### config.mk
export PLATFORM = sky130hd
export DESIGN_NAME = cp0_irq_controller_flat
export DESIGN_NICKNAME = d
export VERILOG_FILES = /design/src/rtl/cp0_irq_if.sv /design/src/rtl/cp0_irq_controller.sv /design/src/flat_wrapper.sv
export SDC_FILE = /design/constraint.sdc
export NUM_CORES = 1
export LEC_CHECK = 0
export BUFFER_PORTS_ARGS = -buffer_cell sky130_fd_sc_hd__buf_4
export CAP_MARGIN = 20
export CORE_MARGIN = 10
export CORE_UTILIZATION = 30
export CTS_CLUSTER_DIAMETER = 60
export CTS_CLUSTER_SIZE = 30
export DETAILED_ROUTE_END_ITERATION = 16
export PLACE_DENSITY_LB_ADDON = 0.3
export SETUP_SLACK_MARGIN = 0.05
export SYNTH_ARGS = -nofsm -noshare
export SYNTH_HDL_FRONTEND = slang
export SYNTH_SLANG_ARGS = --single-unit
### constraint.sdc
create_clock -name clk_i -period 4.75 [get_ports clk_i]
set_input_delay 0.95 -clock clk_i [delete_from_list [all_inputs] [get_ports clk_i]]
set_output_delay 0.95 -clock clk_i [all_outputs]
set_load 0.005 [all_outputs]
### src/rtl/cp0_irq_if.sv
// ============================================================================
// cp0_irq_if : CPU-side bus of the CP0 exception/interrupt controller
// Rev 1.0
// ============================================================================
`default_nettype none

interface cp0_irq_if #(
  parameter int unsigned NUM_IRQ = 4
);
  logic [NUM_IRQ-1:0] irq;
  logic               ov;
  logic [31:0]        pc;
  logic [4:0]         rd;
  logic               mtc0_we;
  logic [31:0]        wdata;
  logic               eret;
  logic [31:0]        rdata;
  logic               exc_take;
  logic [31:0]        exc_vec;
  logic               exc_ret;
  logic [31:0]        epc_out;
  logic [NUM_IRQ-1:0] inta;

  modport master (
    output irq, ov, pc, rd, mtc0_we, wdata, eret,
    input  rdata, exc_take, exc_vec, exc_ret, epc_out, inta
  );

  modport slave (
    input  irq, ov, pc, rd, mtc0_we, wdata, eret,
    output rdata, exc_take, exc_vec, exc_ret, epc_out, inta
  );
endinterface

`default_nettype wire

### src/rtl/cp0_irq_controller.sv
// ============================================================================
// cp0_irq_controller : CP0 Status/Cause/EPC with prioritised exception entry
// Rev 1.0
// ============================================================================
`default_nettype none

module cp0_irq_controller #(
  parameter int unsigned NUM_IRQ    = 4,
  parameter bit          IRQ_EDGE   = 1'b1,
  parameter logic [31:0] IBASE      = 32'h54,
  parameter int unsigned VEC_STRIDE = 8
) (
  input  logic       clk_i,
  input  logic       rst_i,
  cp0_irq_if.slave   bus
);
  localparam logic [0:0]  ST_RUN     = 1'b0;
  localparam logic [0:0]  ST_HANDLER = 1'b1;
  localparam logic [4:0]  REG_STATUS = 5'd28;
  localparam logic [4:0]  REG_CAUSE  = 5'd29;
  localparam logic [4:0]  REG_EPC    = 5'd30;
  localparam logic [4:0]  EXC_INT    = 5'd0;
  localparam logic [4:0]  EXC_OV     = 5'd12;
  localparam logic [31:0] STRIDE_W   = 32'(VEC_STRIDE);

  logic [0:0]         state_q, state_d;
  logic               ie_q, ie_d;
  logic [NUM_IRQ-1:0] im_q, im_d;
  logic [NUM_IRQ-1:0] ip_q, ip_d;
  logic [NUM_IRQ-1:0] irq_prev_q;
  logic [4:0]         code_q, code_d;
  logic [31:0]        epc_q, epc_d;

  logic [NUM_IRQ-1:0] enabled;
  logic [NUM_IRQ-1:0] grant;
  logic [3:0]         vec_idx;
  logic               take, int_take;
  logic               wr_status, wr_cause, wr_epc;

  assign enabled   = ip_q & im_q;
  assign take      = (state_q == ST_RUN) && ie_q && (bus.ov || (|enabled));
  assign int_take  = take && !bus.ov;
  // A take squashes the instruction, so its mtc0 is dropped
  assign wr_status = bus.mtc0_we && !take && (bus.rd == REG_STATUS);
  assign wr_cause  = bus.mtc0_we && !take && (bus.rd == REG_CAUSE);
  assign wr_epc    = bus.mtc0_we && !take && (bus.rd == REG_EPC);

  // Scan from the top so the lowest enabled line is the last one to win
  always_comb begin
    grant   = '0;
    vec_idx = 4'd0;
    for (int i = int'(NUM_IRQ) - 1; i >= 0; i--) begin
      if (enabled[i]) begin
        grant    = '0;
        grant[i] = 1'b1;
        vec_idx  = 4'(i + 1);
      end
    end
  end

  always_ff @(posedge clk_i) begin
    if (rst_i) state_q <= ST_RUN;
    else       state_q <= state_d;
  end

  always_comb begin
    state_d = state_q;
    if (take)                                     state_d = ST_HANDLER;
    else if (wr_status)                           state_d = bus.wdata[1];
    else if (bus.eret && state_q == ST_HANDLER)   state_d = ST_RUN;
  end

  always_comb begin
    bus.exc_take = take;
    bus.exc_vec  = IBASE + STRIDE_W * (bus.ov ? 32'd0 : {28'd0, vec_idx});
    bus.inta     = int_take ? grant : '0;
    bus.exc_ret  = bus.eret && !take;
    bus.epc_out  = epc_q;
    bus.rdata    = '0;
    case (bus.rd)
      REG_STATUS: begin
        bus.rdata[0]            = ie_q;
        bus.rdata[1]            = state_q[0];
        bus.rdata[8 +: NUM_IRQ] = im_q;
      end
      REG_CAUSE: begin
        bus.rdata[6:2]          = code_q;
        bus.rdata[8 +: NUM_IRQ] = ip_q;
      end
      REG_EPC:  bus.rdata = epc_q;
      default:  bus.rdata = '0;
    endcase
  end

  always_comb begin
    ie_d   = ie_q;
    im_d   = im_q;
    code_d = code_q;
    epc_d  = epc_q;
    if (take) begin
      epc_d  = bus.pc;
      code_d = bus.ov ? EXC_OV : EXC_INT;
    end else begin
      if (wr_status) begin
        ie_d = bus.wdata[0];
        im_d = bus.wdata[8 +: NUM_IRQ];
      end
      if (wr_epc) epc_d = bus.wdata;
    end
  end

  generate
    if (IRQ_EDGE) begin : g_edge
      logic [NUM_IRQ-1:0] rise, clr;
      assign rise = bus.irq & ~irq_prev_q;
      assign clr  = (int_take ? grant : '0) | (wr_cause ? bus.wdata[8 +: NUM_IRQ] : '0);
      // A new edge outranks a clear on the same cycle
      assign ip_d = (ip_q & ~clr) | rise;
    end else begin : g_level
      assign ip_d = bus.irq;
    end
  endgenerate

  always_ff @(posedge clk_i) begin
    if (rst_i) begin
      ie_q       <= 1'b0;
      im_q       <= '0;
      ip_q       <= '0;
      irq_prev_q <= '0;
      code_q     <= 5'd0;
      epc_q      <= 32'd0;
    end else begin
      ie_q       <= ie_d;
      im_q       <= im_d;
      ip_q       <= ip_d;
      irq_prev_q <= bus.irq;
      code_q     <= code_d;
      epc_q      <= epc_d;
    end
  end
endmodule

`default_nettype wire
### src/flat_wrapper.sv
// flat-port wrapper written by rule: the top's interface ports become plain ports
module cp0_irq_controller_flat 
#(
  parameter int unsigned NUM_IRQ    = 4,
  parameter bit          IRQ_EDGE   = 1'b1,
  parameter logic [31:0] IBASE      = 32'h54,
  parameter int unsigned VEC_STRIDE = 8
)
  (clk_i, rst_i, bus_irq, bus_ov, bus_pc, bus_rd, bus_mtc0_we, bus_wdata, bus_eret, bus_rdata, bus_exc_take, bus_exc_vec, bus_exc_ret, bus_epc_out, bus_inta);
  cp0_irq_if #(.NUM_IRQ(NUM_IRQ)) bus_i ();
  input  logic clk_i;
  input  logic rst_i;
  input wire logic [$bits(bus_i.irq)-1:0] bus_irq;
  input wire logic [$bits(bus_i.ov)-1:0] bus_ov;
  input wire logic [$bits(bus_i.pc)-1:0] bus_pc;
  input wire logic [$bits(bus_i.rd)-1:0] bus_rd;
  input wire logic [$bits(bus_i.mtc0_we)-1:0] bus_mtc0_we;
  input wire logic [$bits(bus_i.wdata)-1:0] bus_wdata;
  input wire logic [$bits(bus_i.eret)-1:0] bus_eret;
  output wire logic [$bits(bus_i.rdata)-1:0] bus_rdata;
  output wire logic [$bits(bus_i.exc_take)-1:0] bus_exc_take;
  output wire logic [$bits(bus_i.exc_vec)-1:0] bus_exc_vec;
  output wire logic [$bits(bus_i.exc_ret)-1:0] bus_exc_ret;
  output wire logic [$bits(bus_i.epc_out)-1:0] bus_epc_out;
  output wire logic [$bits(bus_i.inta)-1:0] bus_inta;
  assign bus_i.irq = bus_irq;
  assign bus_i.ov = bus_ov;
  assign bus_i.pc = bus_pc;
  assign bus_i.rd = bus_rd;
  assign bus_i.mtc0_we = bus_mtc0_we;
  assign bus_i.wdata = bus_wdata;
  assign bus_i.eret = bus_eret;
  assign bus_rdata = bus_i.rdata;
  assign bus_exc_take = bus_i.exc_take;
  assign bus_exc_vec = bus_i.exc_vec;
  assign bus_exc_ret = bus_i.exc_ret;
  assign bus_epc_out = bus_i.epc_out;
  assign bus_inta = bus_i.inta;
  cp0_irq_controller #(.NUM_IRQ(NUM_IRQ), .IRQ_EDGE(IRQ_EDGE), .IBASE(IBASE), .VEC_STRIDE(VEC_STRIDE)) u_core (.clk_i(clk_i), .rst_i(rst_i), .bus(bus_i));
endmodule
==> impl_metrics.csv, run 1 <==
group,metric,value,unit
status,status,"finished, final reports clean",
worst_setup_path,cp.arrival,2420,ps
clock_network,htree_levels,2,
pwr,sw_frac_of_total,23.53,%
floorplanning,fp.dieW,114.5,um
floorplanning,core,8721,um^2
hold_path,hold_path_class,"flop to flop",
worst_setup_path,path_max_fanout,25,
synthesis,syn_area_per_cell,8.718,um^2
sta,worstMarginPinSlew,594.8,ps
sta,finalCritPeriodShare,71.05,%
worst_setup_path,r2r_start,"u_core.ip_q[0]",
clock_network,cts.repair.resized,0,
sta,finalSetupViolCount,0,
global_route,grt_pass1_vias,2747,
routing,drc,0,
sta,rsz0062_at_grt,"no",
floorplanning,die_height,114.5,um
hold_path,min_path_cells,2,
cells_and_area,final_common_cell,"buf_4",
global_route,grt_overflow,0,
floorplanning,io_pins,180,
synthesis,synth_edf_count,0,
run,drv_cap,0,
synthesis,async_flop_share,0,%
clock_network,cts_buffer_depth,2,
sta,setup_tns,0,ps
clock_network,cts-root-buf,"clkbuf_8",
clock_network,insertion_delay,300,ps
pwr,pwr-share-seq,51.0,%
routing,dr.first_iter.drc_count,125,
clock_network,path_clk_slew,90,ps
pwr,powerDensity,208.2,nW/um^2
routing,first_pass_iters,4,
routing,wl_per_cell,16.98,um
pwr,p_leak,1.761,nW
clock_network,cts_made_buffers,5,
global_route,grt_max_degree,47,
sta,report.final.slew_viol_count,0,
clock_network,cts_tree,"done",
floorplanning,initial_core_util,30.69,%
synthesis,synthTopCellsByArea,"dfxtp_1 (35%), mux2i_1 (12%), buf_4 (8.7%), and2_1 (6.3%), a211oi_1 (6.2%)",
worst_setup_path,max_stage_delay,560,ps
placed_design,io_buffers,152,
cells_and_area,areaGrowthSynthToFinish,45.49,%
sta,worst_slew_margin_rel,60.17,%
worst_setup_path,critPathCaptureType,"output port",
clock_network,cts_setup_buffers,0,
routing,wirelength,9442,um
worst_setup_path,rrSetupSlack,2570,ps
global_route,grtUsageTotal,13.44,%
placed_design,hpwlAfterDp,7273,um
synthesis,synthDistinctLibCells,34,
worst_setup_path,critPathKind,"input port to output port",
sta,finalCriticalPeriod,3375,ps
synthesis,syn_area,2676,um^2
clock_network,cts_hold_buf,0,
cells_and_area,mostFrequentLayoutCells,"buf_4 (157), dfxtp_1 (47), nor2_1 (37)",
floorplanning,num_rows,34,
worst_setup_path,critical_path.startpoint_type,"input port",
routing,vias,2607,
global_route,antenna_found_initial,0,
pwr,clockPowerShare,36.0,%
worst_setup_path,crit_start,"bus_rd[4]",
routing,drt-vias-per-instance,4.689,
routing,ant_nets,0,
worst_setup_path,endpoint,"bus_rdata[0]",
cells_and_area,nets,527,
worst_setup_path,r2r_cells,6,
pwr,p_int,0.0006199,W
synthesis,yosysSeqAreaShare,35.16,%
cells_and_area,final_core_util,44.65,%
synthesis,synth_seq_cells,47,
cells_and_area,antenna_cells,0,
pwr,netSwitchingPower,0.0001907,W
sta,fmax,296.3,MHz
worst_setup_path,crit_top_cell,"buf_4",
sta,fin_skew,10.89,ps
clock_network,clock_sinks,47,
pwr,comb_power_share,13.0,%
cells_and_area,drive_gt1_share,39.51,%
synthesis,netlist.area_leader.share,35.16,%
worst_setup_path,reg2reg_to,"u_core.ip_q[3]",
global_route,grt_pass1_wl,14370,um
pwr,ir_drop,0.0001497,V
synthesis,synth_cells,307,
synthesis,synth_top_area_cell,"dfxtp_1",
worst_setup_path,cp.required,3800,ps
sta,hold_violations,0,
worst_setup_path,slowest_stage,"nor3b_2",
placed_design,place_congestion,0.8194,
floorplanning,dieArea,13100,um^2
synthesis,ys_warn_count,0,
worst_setup_path,crit_chain,"buf_4, nand3_1, nor3b_2, buf_4, a22o_1, buf_4",
synthesis,synthFlopType,"dfxtp_1",
==> cells by family after synthesis <==
group	synth area share (%)
adders and majority gates	0.4674
AOI/OAI and AO/OA	18.89
and+or+nand+nor	19.96
muxes	11.97
buffers and inverters	13.28
DFF	35.16
other	0.2806
==> state kept, by name, summed over array words and instances (netlist names) <==
name	flops
u_core.bus.epc_out	32
u_core.ip_q	4
u_core.ie_q	1
u_core.irq_prev_q	4
u_core.code_q	1
u_core.im_q	4
u_core.state_q	1
==> metal layers <==
layer	up-vias	GRT usage [%]	routed length, um
li1	1300	-	-
met1	1176	15.95	3869
met2	125	21.52	4417
met3	6	5.660	1052
met4	0	4.010	103
met5	-	0	0
==> worst min-delay path by stage <==
stage | start | endpoint
3_5_place_dp | u_core.irq_prev_q[3] | u_core.ip_q[3]
6_report | u_core.irq_prev_q[2] | u_core.ip_q[2]
2_1_floorplan | u_core.code_q[2] | u_core.code_q[2]
5_1_grt | u_core.code_q[2] | u_core.code_q[2]
3_3_place_gp | u_core.code_q[2] | u_core.code_q[2]
4_1_cts | u_core.irq_prev_q[2] | u_core.ip_q[2]
==> layout make-up <==
cell class	count	area, um^2
repair buffers	157	1179
well taps	108	135.1
multi-input cells	226	1491
fillers	881	4827
inverters	11	41.29
flip-flops and latches	47	940.9
clock buffers	5	68.82
clock inverters	2	37.54
==> metrics by stage <==
step                      instances  cell area, um^2  power (W)  hold slack [ps]  setup WS, ps
after CTS                       556             3894  0.0008264            502.4          1417
final                           556             3894  0.0008106            497.7          1375
after global placement          549             3787  0.0005252            474.9          1512
after floorplan                 332             2770  0.0004733            448.7          1890
after detailed placement        549             3787  0.0005273            480.8          1420
after global routing            556             3894  0.0008523            523.8          1292
==> worst max-delay path, delay by kind of cell <==
kind / cells / cell delay [ps]
AND/OR/NAND/NOR: 2 / 730
buffers and inverters: 3 / 560
AO/OA/AOI/OAI: 1 / 170
==> cells in the mapped netlist, types with 7 or more instances <==
master,count
nand2_1,10
mux2i_1,32
a211oi_1,22
nor2_1,37
dfxtp_1,47
inv_1,11
and2_1,27
clkbuf_1,10
buf_4,31
a211oi_2,10
nor2b_1,8
nand3_1,10
a21oi_1,7
==> power groups by stage <==
| stage | Sequential (W) | Clock, W | Combinational (W) |
|---|---|---|---|
| after floorplan | 0.000421 | 0 | 0.0000526 |
| after global placement | 0.000422 | 0 | 0.000103 |
| after detailed placement | 0.000423 | 0 | 0.000105 |
| after CTS | 0.000414 | 0.000308 | 0.000105 |
| after global routing | 0.000415 | 0.000322 | 0.000115 |
| final | 0.000414 | 0.000292 | 0.000105 |
Note: power is estimated with default switching activity, not from simulation.
==> run 2: changes to the inputs <==
Clock period 4.75 ns to 2.96 ns, I/O delays scaled along.
==> run 2 against run 1 <==
Against the previous run:
- sequential share of layout area decreased by 0.19 points
- largest power group unchanged
- sequential cell count unchanged
- first-iteration DRC count increased by 40%
- design area increased by 0.80%
- core utilization increased by 0.36 points
- cell count increased by 0.18%
- clock skew about the same
- routed wire length decreased by 2.6%
==> impl_metrics.csv, run 2 (synthesis gave the netlist of run 1 again) <==
group,metric,value,unit
routing,drt-vias-per-instance,4.700,
clock_network,cts_made_buffers,5,
cells_and_area,final_common_cell,"buf_4",
sta,worstMarginPinSlew,590.6,ps
clock_network,insertion_delay,300,ps
routing,drc,0,
cells_and_area,areaGrowthSynthToFinish,46.66,%
clock_network,htree_levels,2,
sta,fmax,421.9,MHz
pwr,p_total,0.001389,W
global_route,antenna_found_initial,0,
cells_and_area,fin_area,3925,um^2
floorplanning,initial_core_util,30.69,%
pwr,ir_drop,0.0001943,V
cells_and_area,antenna_cells,0,
floorplanning,fp.dieW,114.5,um
worst_setup_path,critical_path.startpoint_type,"input port",
sta,finalCritPeriodShare,80.08,%
worst_setup_path,rrSetupSlack,1040,ps
status,status,"finished, final reports clean",
sta,rsz0062_at_grt,"no",
floorplanning,io_pins,180,
placed_design,place_congestion,0.7642,
cells_and_area,drive_gt1_share,39.64,%
clock_network,cts-root-buf,"clkbuf_8",
global_route,grt_pass1_wl,13920,um
global_route,grt_overflow,0,
sta,setup_tns,0,ps
sta,worst_slew_margin_rel,60.41,%
floorplanning,core,8721,um^2
placed_design,hpwlAfterDp,7225,um
worst_setup_path,path_max_fanout,6,
clock_network,cts_buffer_depth,2,
global_route,use_met3,5.870,%
worst_setup_path,critPathKind,"input port to output port",
clock_network,cts_setup_buffers,0,
pwr,p_leak,1.777,nW
cells_and_area,largest_reg_flops,32,
sta,hold_ws,480.2,ps
floorplanning,num_rows,34,
global_route,grt_pass1_vias,2718,
sta,fin_skew,10.50,ps
pwr,powerDensity,353.8,nW/um^2
global_route,met2_usage,21.59,%
cells_and_area,final.fill_count,888,
routing,first_pass_iters,4,
run,drv_cap,0,
routing,wl_per_cell,16.51,um
placed_design,io_buffers,152,
sta,hold_violations,0,
global_route,top_usage_layer,"met2",
worst_setup_path,cp.required,2370,ps
clock_network,cts_tree,"done",
hold_path,hold_path_class,"flop to flop",
floorplanning,dieArea,13100,um^2
worst_setup_path,cp.arrival,1780,ps
global_route,gr-usage-met1,14.66,%
routing,wirelength,9198,um
clock_network,path_clk_slew,90,ps
cells_and_area,final_core_util,45.01,%
floorplanning,die_height,114.5,um
placed_design,placed_area,3787,um^2
global_route,grt_max_degree,50,
global_route,grtUsageTotal,12.94,%
worst_setup_path,critPathCaptureType,"output port",
sta,finalSetupViolCount,0,
routing,ant_nets,0,
clock_network,clock_sinks,47,
routing,dr.first_iter.drc_count,175,
cells_and_area,mostFrequentLayoutCells,"buf_4 (157), dfxtp_1 (47), nor2_1 (37)",
routing,vias,2618,
sta,finalCriticalPeriod,2370,ps
sta,report.final.slew_viol_count,0,
cells_and_area,nets,527,
[run 2: cell types whose count changed in the layout (fill, tap and decap cells not counted)]
cell        previous run  this run
nor3_2                 0         1
bufinv_16              1         2
nor3_1                 1         0
clkbuf_1               0         1
clkinvlp_4             1         0
[run 2: per-stage QoR]
step | std cells | setup WS [ps]
6_report | 557 | 589.7
2_1_floorplan | 332 | 815.8
3_3_place_gp | 549 | 176.6
3_5_place_dp | 549 | 170.0
4_1_cts | 557 | 168.9
5_1_grt | 557 | 427.8
[run 2: repair_timing]
item | CTS | global route
hold buffers | 0 | 0
gates resized for setup | 0 | 1
endpoints found under the hold margin | 0 | 0
setup endpoints to repair | 0 | 3
[run 2: layout make-up]
| class | count | area, um^2 | share of cell area [%] |
|---|---|---|---|
| Sequential cell | 47 | 940.9 | 23.97 |
| Clock inverter | 2 | 60.06 | 1.530 |
| Clock buffer | 6 | 72.57 | 1.849 |
| Multi-Input combinational cell | 226 | 1496 | 38.13 |
| Tap cell | 108 | 135.1 | 3.443 |
| Inverter | 11 | 41.29 | 1.052 |
| Timing Repair Buffer | 157 | 1179 | 30.03 |
[run 2: where the power goes]
group | switching, W | internal, W
Sequential | 0.0000146 | 0.000649
Clock | 0.000219 | 0.000338
Combinational | 0.0000694 | 0.0000985
[run 2: path summary, 6_finish.rpt]
| kind | from | to | cells after the start |
|---|---|---|---|
| setup / recovery | bus_rd[4] | bus_rdata[11] | 6 |
| hold reg to reg | u_core.irq_prev_q[2] | u_core.ip_q[2] | 2 |
| setup reg to reg | u_core.ip_q[0] | u_core.ip_q[0] | 5 |
| hold / removal | u_core.irq_prev_q[2] | u_core.ip_q[2] | 2 |
[run 2: critical path, stage by stage]
cell and delay [ps]:
buf_4 80, nand3_1 180, nor3_2 510, a222oi_1 220, inv_1 80, buf_4 110
[run 2: routing by layer]
| layer | wire length [um] | vias up |
|---|---|---|
| li1 | - | 1296 |
| met1 | 3723 | 1192 |
| met2 | 4312 | 125 |
| met3 | 1084 | 5 |
| met4 | 78 | 0 |
| met5 | 0 | - |
==> run 3: changes to the inputs <==
Clock period 2.96 ns to 2 ns, I/O delays scaled along.
==> run 3 against run 2 <==
Against the previous run:
- sequential power rose by 48%
- register-to-register slack got worse by 740 ps
- first-iteration DRC count down 26%
- global-route usage up 0.31 points
- clock skew fell by 5.4 ps
- combinational power grew 54%
==> impl_metrics.csv, run 3 (synthesis gave the netlist of run 1 again) <==
group,metric,value,unit
cells_and_area,fin_area,4009,um^2
worst_setup_path,cp.required,1600,ps
hold_path,hold_path_class,"input port to flop",
placed_design,placed_area,3832,um^2
global_route,grt_overflow,0,
global_route,grtUsageTotal,13.25,%
cells_and_area,areaGrowthSynthToFinish,49.79,%
sta,finalCritPeriodShare,94.43,%
sta,finalSetupViolCount,0,
cells_and_area,largest_reg_flops,32,
pwr,ir_drop,0.0001800,V
clock_network,cts_buffer_depth,2,
routing,dr.first_iter.drc_count,129,
global_route,grt_pass1_wl,14260,um
worst_setup_path,critPathKind,"flop to output port",
run,drv_cap,0,
worst_setup_path,slowest_stage,"a221o_1",
worst_setup_path,cp_num_buf_inv,2,
worst_setup_path,critical_path.startpoint_type,"flop",
cells_and_area,final.fill_count,885,
routing,ant_nets,0,
clock_network,cts_hold_buf,0,
clock_network,cts_tree,"done",
worst_setup_path,cp.arrival,1490,ps
clock_network,htree_levels,2,
sta,hold_violations,0,
floorplanning,initial_core_util,30.69,%
sta,setup_tns,0,ps
floorplanning,dieArea,13100,um^2
clock_network,cts_made_buffers,5,
placed_design,place_congestion,0.7694,
sta,finalCriticalPeriod,1889,ps
routing,wl_per_cell,16.44,um
worst_setup_path,path_max_fanout,6,
cells_and_area,final_core_util,45.97,%
cells_and_area,drive_gt1_share,42.51,%
cells_and_area,nets,532,
sta,rsz0062_at_grt,"yes",
worst_setup_path,crit_family,"compound AO/OA/AOI/OAI gates",
routing,drt-vias-per-instance,4.644,
sta,fin_skew,5.118,ps
routing,first_pass_iters,4,
cells_and_area,mostFrequentLayoutCells,"buf_4 (157), dfxtp_1 (44), nor2_1 (36)",
status,status,"finished, final reports clean",
worst_setup_path,max_stage_delay,390,ps
sta,fmax,529.5,MHz
cells_and_area,fin_cells,562,
clock_network,insertion_delay,300,ps
placed_design,dp_cells,550,
placed_design,io_buffers,152,
floorplanning,num_rows,34,
sta,final.setup.worst_slack,111.4,ps
floorplanning,die_height,114.5,um
pwr,powerDensity,451.2,nW/um^2
clock_network,clock_sinks,47,
worst_setup_path,crit_chain,"a221o_1, o21ai_4, inv_1, buf_4",
global_route,antenna_found_initial,0,
placed_design,hpwlAfterDp,7233,um
clock_network,cts-root-buf,"clkbuf_8",
pwr,p_leak,1.800,nW
routing,wirelength,9238,um
floorplanning,fp.dieW,114.5,um
global_route,grt_max_degree,47,
worst_setup_path,critPathCaptureType,"output port",
sta,report.final.slew_viol_count,0,
floorplanning,io_pins,180,
sta,worst_slew_margin_rel,62.36,%
cells_and_area,antenna_cells,0,
cells_and_area,final_common_cell,"buf_4",
routing,vias,2610,
clock_network,path_clk_slew,90,ps
floorplanning,core,8721,um^2
placed_design,dp_slack,-371.9,ps
global_route,grt_pass1_vias,2747,
sta,worstMarginPinSlew,564.6,ps
routing,drc,0,
-- run 3: cell types whose count changed in the layout (fill, tap and decap cells not counted), moves of 2 or more --
cell       before  now
buf_12          0    3
nand3_2         0    2
buf_6           0    2
dfxtp_1        47   44
dfxtp_2         0    2
bufinv_16       2    0
nand3_1        10    8
-- run 3: worst reg2reg max path: cells and delay by family, from the launching register on --
| kind | cells | cell delay (ps) |
|---|---|---|
| and+or+nand+nor | 1 | 80 |
| DFF | 1 | 360 |
| buffers and inverters | 2 | 420 |
| AOI/OAI and AO/OA | 3 | 770 |
-- run 3: power breakdown --
group,internal (W),total (W),switching [W],leakage [nW]
logic,0.000151,0.000258,0.000107,1.38
registers,0.000960,0.000982,0.0000226,0.383
clock network,0.000245,0.000569,0.000324,0.0412
total,0.00136,0.00181,0.000453,1.80
-- run 3: layout make-up --
cell class | count | area [um^2] | area share [%]
multi-input combinational | 226 | 1539 | 38.39
clock buffer | 6 | 72.57 | 1.810
inverter | 11 | 41.29 | 1.030
sequential | 47 | 947.2 | 23.63
tap | 108 | 135.1 | 3.371
clock inverter | 2 | 12.51 | 0.3121
timing repair buffer | 162 | 1261 | 31.46
-- run 3: final timing paths --
path | from | end | slack, ps | depth (start not counted)
max | u_core.im_q[0] | bus_exc_take | 110 | 4
min | bus_irq[1] | u_core.irq_prev_q[1] | 350 | 2
max reg2reg | u_core.im_q[0] | u_core.bus.epc_out[27] | 300 | 6
min reg2reg | u_core.code_q[2] | u_core.code_q[2] | 490 | 2
-- run 3: per-layer routing --
metal	vias up	wire length [um]	track usage, %
met5	-	0	0
met4	0	54	3.091
met3	2	1024	6.132
met1	1181	3859	15.56
li1	1308	-	-
met2	119	4300	21.40
-- run 3: stage by stage --
stage / hold WS [ps] / power (W)
2_1_floorplan: 448.7 / 0.001124
3_3_place_gp: 464.1 / 0.001250
3_5_place_dp: 467.0 / 0.001253
4_1_cts: 347.2 / 0.001839
5_1_grt: 353.5 / 0.001911
6_report: 348.0 / 0.001809
-- run 3: repair_timing --
| action | CTS | global route |
|---|---|---|
| gates resized for setup | 4 | 14 |
| setup buffers | 2 | 2 |
| gates cloned | 0 | 0 |
| setup endpoints to repair | 11 | 39 |
| pin swaps | 2 | 7 |
